==> config.mk <==
export PLATFORM = sky130hd
export DESIGN_NAME = fetch_queue
export DESIGN_NICKNAME = d
export VERILOG_FILES = /design/src/rtl/fetch_queue.sv
export SDC_FILE = /design/constraint.sdc
export NUM_CORES = 1
export LEC_CHECK = 0
export BUFFER_PORTS_ARGS = -buffer_cell sky130_fd_sc_hd__buf_4
export CAP_MARGIN = 20
export CORE_ASPECT_RATIO = 1.1
export CORE_MARGIN = 2
export CORE_UTILIZATION = 45
export CTS_CLUSTER_DIAMETER = 150
export DETAILED_ROUTE_END_ITERATION = 6
export GPL_TIMING_DRIVEN = 0
export PLACE_DENSITY = 0.62
export SYNTH_ARGS = -nofsm -noshare
export SYNTH_HDL_FRONTEND = slang
export SYNTH_SLANG_ARGS = --single-unit
==> constraint.sdc <==
create_clock -name clk_i -period 10.8 [get_ports clk_i]
set_clock_uncertainty 0.15 [all_clocks]
set_input_delay 2.16 -clock clk_i [delete_from_list [all_inputs] [get_ports clk_i]]
set_output_delay 2.16 -clock clk_i [all_outputs]
set_load 0.01 [all_outputs]
==> src/rtl/fetch_queue.sv <==
// fetch_queue: DEPTH-entry Fetch->Decode instruction queue with wrong-path flush; entries reach Decode the cycle after push.
// Fetch stalls only when full (never from stall_d_i); Decode back-pressure only fills the queue; a flush empties it and releases Fetch.
module fetch_queue #(
  parameter int unsigned DEPTH     = 4,
  parameter logic [31:0] NOP_INSTR = 32'h0000_0013
) (
  input  logic                     clk_i,
  input  logic                     reset_i,
  input  logic [31:0]              instruction_f_i,
  input  logic [31:0]              pc_f_i,
  input  logic [31:0]              pc_plus_4_f_i,
  output logic                     stall_f_o,
  input  logic                     flush_i,
  input  logic                     stall_d_i,
  output logic                     valid_d_o,
  output logic [31:0]              instruction_d_o,
  output logic [31:0]              pc_d_o,
  output logic [31:0]              pc_plus_4_d_o,
  output logic [$clog2(DEPTH):0]   count_o
);

  localparam int unsigned PW = $clog2(DEPTH);

  typedef struct packed {
    logic [31:0] instr;
    logic [31:0] pc;
    logic [31:0] pc_plus_4;
  } entry_t;

  entry_t        mem [DEPTH];
  entry_t        head;
  logic [PW-1:0] rd_ptr;
  logic [PW-1:0] wr_ptr;
  logic [PW:0]   count;
  logic          full;
  logic          valid;
  logic          push;
  logic          pop;

  assign full      = (count == (PW+1)'(DEPTH));
  assign valid     = (count != '0);
  assign stall_f_o = full && !flush_i;
  assign push      = !full && !flush_i;
  assign pop       = valid && !stall_d_i && !flush_i;

  // Flush discards everything queued; wr_ptr is kept so the next push lands at the new head.
  always_ff @(posedge clk_i) begin
    if (reset_i) begin
      rd_ptr <= '0;
      wr_ptr <= '0;
      count  <= '0;
    end else if (flush_i) begin
      rd_ptr <= wr_ptr;
      count  <= '0;
    end else begin
      if (push) wr_ptr <= wr_ptr + PW'(1);
      if (pop)  rd_ptr <= rd_ptr + PW'(1);
      count <= count + {{PW{1'b0}}, push} - {{PW{1'b0}}, pop};
    end
  end

  always_ff @(posedge clk_i) begin
    if (push) begin
      mem[wr_ptr] <= '{instr: instruction_f_i, pc: pc_f_i, pc_plus_4: pc_plus_4_f_i};
    end
  end

  assign head = mem[rd_ptr];

  assign valid_d_o       = valid;
  assign instruction_d_o = valid ? head.instr     : NOP_INSTR;
  assign pc_d_o          = valid ? head.pc        : 32'h0;
  assign pc_plus_4_d_o   = valid ? head.pc_plus_4 : 32'h0;
  assign count_o         = count;

endmodule
==> results.json, run 1 <==
{
  "endpoint_kind": "output port",
  "final-seq-area_um2": 11700,
  "h-tree-depth": 2,
  "slew_violations": 0,
  "via_per_inst": 5.22,
  "fin_util_pct": 55.7,
  "cts_buffers": 42,
  "peakVddDrop_v": 0.000141,
  "drv_cap": 0,
  "synth_area_leaders": "edfxtp_1, mux4_2, and2_1",
  "root_buffer": "clkbuf_16",
  "setup_viol": 0,
  "ant_nets": 0,
  "synth_top_cell_by_area": "edfxtp_1",
  "worst_pin_slew_ns": 0.983,
  "slew_headroom_pct": 34.5,
  "min_path_type": "reg2reg",
  "core-area_um2": 33000,
  "grt_max_degree": 57,
  "multi_input_area_um2": 3060,
  "worst-setup-path-type": "reg2out",
  "die_h_um": 195,
  "synth_top_area_share_pct": 76.9,
  "fin_crit_sh_pct": 47.9,
  "filler_cell_count": 2530,
  "yosys_warnings": 0,
  "p_per_area_nw_per_um2": 186,
  "preCtsSetupSlack_ns": 5.73,
  "cts_setup_buffers": 0,
  "post_cts_resized": 0,
  "final_nets": 1017,
  "p_leak_nw": 6.35,
  "io_buffers": 198,
  "hpwlAfterDp_mm": 17.1,
  "synth_nets": 771,
  "grt-ovfl-total": 0,
  "layout-drive-gt1-share_pct": 40.1,
  "synth-seq-cells": 393,
  "die_width_um": 178,
  "seq_area_frac_synth_pct": 78.1,
  "rsz0062_at_grt": "no",
  "dieArea_um2": 34800,
  "synthCells": 664,
  "drc": 0,
  "gp_congestion": 0.680,
  "antenna_cells": 0,
  "grt_pass1_wl_mm": 43.4,
  "fmax_mhz": 193,
  "clock_tree.buffer_depth": 3,
  "start_util_pct": 45.4,
  "hold_viol": 0,
  "yosys.cell_types.count": 25,
  "worstPathRequired_ns": 8.49,
  "fin_ws_ns": 5.62,
  "outcome": "complete, no violations",
  "path_clk_slew_ns": 0.06,
  "place_inst": 1298,
  "grt.total_usage_pct": 16.6,
  "cts_hold_repair.buffers": 0,
  "syn_avg_cell_area_um2": 22.6,
  "clk_latency_ns": 0.52,
  "vias": 7136,
  "rows": 70,
  "cts_tree": "built",
  "syn-cell-area_um2": 15000,
  "grt_pass1_vias": 7636,
  "area_delta_synth_final_pct": 22.8,
  "stdcell_count": 1367,
  "grt_antenna_before_repair": 1,
  "drt_iter0_markers": 387,
  "ios": 201,
  "wl_per_cell_um": 20.8,
  "cts_sinks": 393,
  "critPathArrivalTime_ns": 2.87,
  "drtPass1Iterations": 4,
  "start_kind": "register",
  "cp_max_fo": 10,
  "finalSetupTns_ns": 0,
  "fin_crit_ns": 5.18,
  "wl_mm": 28.4
}
-- worst max-delay path: stages, from the launching register on --
cell	delay (ns)
dfxtp_1	0.49
nor3_4	0.13
inv_1	0.18
clkbuf_1	0.76
clkbuf_1	0.43
and2_1	0.21
buf_4	0.14
-- registers in the layout (all words and copies together), names as in the netlist, named ones only --
register / flops
mem: 384
count_o: 3
wr_ptr: 2
rd_ptr: 2
-- path summary, 6_finish.rpt --
check / from / endpoint / slack (ns) / cells after the start
worst min register to register: wr_ptr[1]$_SDFFE_PP0P_ / wr_ptr[1]$_SDFFE_PP0P_ / 0.38 / 2
worst max register to register: count_o[1]$_SDFF_PP0_ / count_o[2]$_SDFF_PP0_ / 8.00 / 11
worst min-delay path: wr_ptr[1]$_SDFFE_PP0P_ / wr_ptr[1]$_SDFFE_PP0P_ / 0.38 / 2
worst max-delay path: count_o[1]$_SDFF_PP0_ / pc_d_o[15] / 5.62 / 6
-- area by class of cell --
cell class	instances	area share, %
sequential	393	63.6
multi-input combinational	229	16.6
timing repair buffer	202	8.68
clock buffer	50	5.99
tap	432	2.94
buffer	34	1.06
clock inverter	19	0.911
inverter	8	0.163
-- power by group --
group          switching, mW  internal (mW)
clock network          0.542          0.793
registers             0.0146           1.75
logic                  0.158          0.157
total                  0.715           2.70
-- kinds of logic after synthesis --
logic type / after synthesis / synth area share, %
xor+xnor: 1 / 0.0585
simple gates: 116 / 4.76
fa+ha+maj: 7 / 0.635
buf+inv: 42 / 1.50
compound gates: 7 / 0.326
flops: 393 / 78.1
mux: 98 / 14.6
-- placed cells by master (no fill, tap or decap), drive strengths merged --
| cell type | Yosys | final |
|---|---|---|
| nor2 | 5 | 5 |
| and2 | 97 | 97 |
| nor4b | 1 | 1 |
| o21a | 1 | 1 |
| dfxtp | 9 | 9 |
| bufinv | 0 | 3 |
| inv | 8 | 9 |
| edfxtp | 384 | 384 |
| nand2 | 4 | 4 |
| clkbuf | 17 | 67 |
| or2 | 3 | 3 |
| o31a | 3 | 3 |
| clkinv | 0 | 15 |
| mux2i | 1 | 1 |
| buf | 17 | 219 |
| nor4 | 1 | 1 |
| nor3 | 4 | 4 |
| fa | 1 | 1 |
| ha | 6 | 6 |
| nor3b | 1 | 1 |
| mux4 | 96 | 96 |
| xor2 | 1 | 1 |
| mux2 | 1 | 1 |
| a21oi | 3 | 3 |
-- cells in the mapped netlist (all sizes together) --
master	number
edfxtp	384
and2	97
mux4	96
buf	17
clkbuf	17
dfxtp	9
inv	8
ha	6
nor2	5
nand2	4
nor3	4
a21oi	3
o31a	3
or2	3
fa	1
mux2	1
mux2i	1
nor3b	1
nor4	1
nor4b	1
o21a	1
xor2	1
-- per-stage QoR --
stage	instance area, um2	total power, mW	hold slack, ns
floorplan	15000	1.98	0.318
global placement	17000	2.13	0.339
detailed placement	17100	2.13	0.370
CTS	18400	3.47	0.382
global route	18400	3.55	0.383
finish	18400	3.42	0.383
-- metal layers --
metal,global-route usage [%],routed length [um],share of wire (%)
met3,5.55,2400,8.4
met5,0,0,0
met2,27.6,14000,49
met1,20.9,11500,40
met4,4.58,540,1.9
(Power assumes the default switching activity.)
==> inputs of run 2 (changes only) <==
--- a/config.mk
+++ b/config.mk
@@ -5,6 +5,7 @@
 export SDC_FILE = /design/constraint.sdc
 export NUM_CORES = 1
 export LEC_CHECK = 0
+export ABC_AREA = 1
 export BUFFER_PORTS_ARGS = -buffer_cell sky130_fd_sc_hd__buf_4
 export CAP_MARGIN = 20
 export CORE_ASPECT_RATIO = 1.1
@@ -13,7 +14,7 @@
 export CTS_CLUSTER_DIAMETER = 150
 export DETAILED_ROUTE_END_ITERATION = 6
 export GPL_TIMING_DRIVEN = 0
-export PLACE_DENSITY = 0.62
+export PLACE_DENSITY = 0.64
 export SYNTH_ARGS = -nofsm -noshare
 export SYNTH_HDL_FRONTEND = slang
 export SYNTH_SLANG_ARGS = --single-unit
==> constraint.sdc (replaced) <==
create_clock -name clk_i -period 4.7 [get_ports clk_i]
set_clock_uncertainty 0.15 [all_clocks]
set_input_delay 0.94 -clock clk_i [delete_from_list [all_inputs] [get_ports clk_i]]
set_output_delay 0.94 -clock clk_i [all_outputs]
set_load 0.01 [all_outputs]
==> results.json, run 2 <==
{
  "outcome": "complete, no violations",
  "grt_pass1_wl_mm": 55.4,
  "wl_mm": 36.8,
  "ff2ff_path_depth": 6,
  "drtPass1Iterations": 7,
  "fin_crit_ns": 3.44,
  "synthCells": 1203,
  "slowest_stage": "dfxtp_1",
  "crit_top_cell": "buf_4",
  "synth-seq-cells": 393,
  "stdcell_count": 1930,
  "synthMostInstantiatedCell": "edfxtp_1",
  "peakVddDrop_v": 0.000313,
  "gp_congestion": 0.758,
  "r2r-start": "count_o[1]$_SDFF_PP0_",
  "syn-cell-area_um2": 15400,
  "synth_top_cell_by_area": "edfxtp_1",
  "cp_max_fo": 10,
  "regMostFlops": "mem",
  "grt_max_degree": 28,
  "min_path_type": "reg2reg",
  "fin_crit_sh_pct": 73.3,
  "syn_avg_cell_area_um2": 12.8,
  "cts_buffers": 40,
  "ant_nets": 0,
  "yosys.cell_types.count": 18,
  "power_mw": 7.90,
  "path_clk_slew_ns": 0.06,
  "ios": 201,
  "r2r_setup_slack_ns": 1.94,
  "grt-ovfl-total": 0,
  "worstPathRequired_ns": 3.61,
  "via_per_inst": 5.12,
  "setup_viol": 0,
  "yosys-top-cells-count": "edfxtp_1, nor2_1, o21ai_0",
  "synthArstFlopShare_pct": 0,
  "hold_viol": 0,
  "grt_pass1_vias": 9712,
  "cts_sinks": 393,
  "clock_tree.buffer_depth": 3,
  "cts_tree": "built",
  "crit_end": "pc_plus_4_d_o[27]",
  "slowest_delay_ns": 0.43,
  "rows": 71,
  "place_inst": 1855,
  "fmax_mhz": 290,
  "drc": 0,
  "ys.flop_type": "edfxtp_1",
  "endpoint_kind": "output port",
  "crit_cells": 7,
  "cp_top_family": "buffers and inverters",
  "io_buffers": 200,
  "clk_latency_ns": 0.54,
  "fin_hold_ws_ns": 0.370,
  "start_kind": "register",
  "yosys_warnings": 0,
  "die_width_um": 180,
  "h-tree-depth": 2,
  "root_buffer": "clkbuf_16",
  "vias": 9887,
  "post_cts_resized": 0,
  "largest_register_ffs": 384,
  "p_leak_nw": 6.90,
  "wl_per_cell_um": 19.0,
  "critPathLaunch": "count_o[1]$_SDFF_PP0_",
  "drt_iter0_markers": 878,
  "rsz0062_at_grt": "no",
  "worst_pin_slew_ns": 0.924,
  "seq_area_frac_synth_pct": 76.2,
  "drv_cap": 0,
  "synth_edf_count": 384,
  "final_cell_mix": "edfxtp_1, nor2_1, buf_4",
  "die_h_um": 198,
  "start_util_pct": 45.3,
  "layout-drive-gt1-share_pct": 21.4,
  "critical_path_buf_inv_count": 4,
  "slew_violations": 0,
  "dieArea_um2": 35700,
  "synth_area_leaders": "edfxtp_1, nor2_1, o21ai_0",
  "slew_headroom_pct": 38.3,
  "cts_hold_repair.buffers": 0,
  "hpwlAfterDp_mm": 23.0,
  "critPathArrivalTime_ns": 2.35,
  "synth_nets": 1310,
  "core-area_um2": 33900,
  "synth_top_area_share_pct": 75.0,
  "p_per_area_nw_per_um2": 416,
  "worstPathCellList": "nor2_1 > nand2_1 > inv_1 > buf_4 > buf_4 > a21oi_1 > buf_4",
  "area_delta_synth_final_pct": 23.5,
  "fin_util_pct": 56.0,
  "cts_setup_buffers": 0,
  "worst-setup-path-type": "reg2out",
  "final_common_cell": "edfxtp_1",
  "grt.total_usage_pct": 20.4,
  "grt_antenna_before_repair": 3,
  "r2r-end": "mem[3][3]$_DFFE_PP_",
  "final_nets": 1566
}
run 2: cell count changes after synthesis, sizes merged, moves of 3 or more:
cell	delta
a21oi	+100
and2	-97
buf	+35
clkbuf	+4
inv	+13
mux4	-96
nand2	+24
nand3	+4
nor2	+376
nor3	-4
o21ai	+192
o31a	-3
or2	-3
run 2: where the power goes:
| group | switching [mW] | internal, mW |
|---|---|---|
| Clock | 1.28 | 1.71 |
| Sequential | 0.0336 | 4.02 |
| Combinational | 0.535 | 0.322 |
| Total | 1.84 | 6.05 |
run 2: metal layers:
layer	track usage [%]	part of all wire [%]	vias to the layer above
li1	-	-	4773
met1	25.9	41	4736
met2	34.5	49	323
met3	5.24	7.4	55
met4	6.27	2.3	0
met5	0	0	-
run 2: cells by family after synthesis:
group / Yosys count / synth area share (%)
xor+xnor: 1 / 0.0570
simple gates: 413 / 10.1
fa+ha+maj: 7 / 0.618
flops: 393 / 76.2
buf+inv: 94 / 3.43
compound gates: 295 / 9.60
run 2: area by class of cell:
cell class	instances	area (um2)
Clock inverter	23	169
Tap cell	438	548
Timing Repair Buffer	214	1800
Multi-Input combinational cell	716	3170
Inverter	21	78.8
Clock buffer	49	1060
Antenna cell	3	7.51
Sequential cell	393	11700
Buffer	73	449
Fill cell	2768	14900
run 2: through the flow:
step                instance area (um2)  TNS [ns]  setup WS, ns
global placement                  17400  -1878.94         -5.17
global route                      19000         0          1.11
CTS                               19000         0          1.23
floorplan                         15400   -488.95         -1.27
detailed placement                17800         0          1.25
finish                            19000         0          1.26
run 2: worst min-delay path by stage:
stage / startpoint / depth (start not counted) / to
6_report: rd_ptr[1]$_SDFFE_PP0N_ / 2 / rd_ptr[1]$_SDFFE_PP0N_
5_1_grt: pc_f_i[2] / 1 / mem[3][34]$_DFFE_PP_
4_1_cts: rd_ptr[1]$_SDFFE_PP0N_ / 2 / rd_ptr[1]$_SDFFE_PP0N_
3_5_place_dp: rd_ptr[1]$_SDFFE_PP0N_ / 2 / rd_ptr[1]$_SDFFE_PP0N_
3_3_place_gp: rd_ptr[1]$_SDFFE_PP0N_ / 2 / rd_ptr[1]$_SDFFE_PP0N_
2_1_floorplan: rd_ptr[1]$_SDFFE_PP0N_ / 2 / register
run 2: tightest hold or removal path: stages, from the launching register on:
cell and delay, ns:
dfxtp_1 0.32, nand3_1 0.08, a21oi_1 0.07
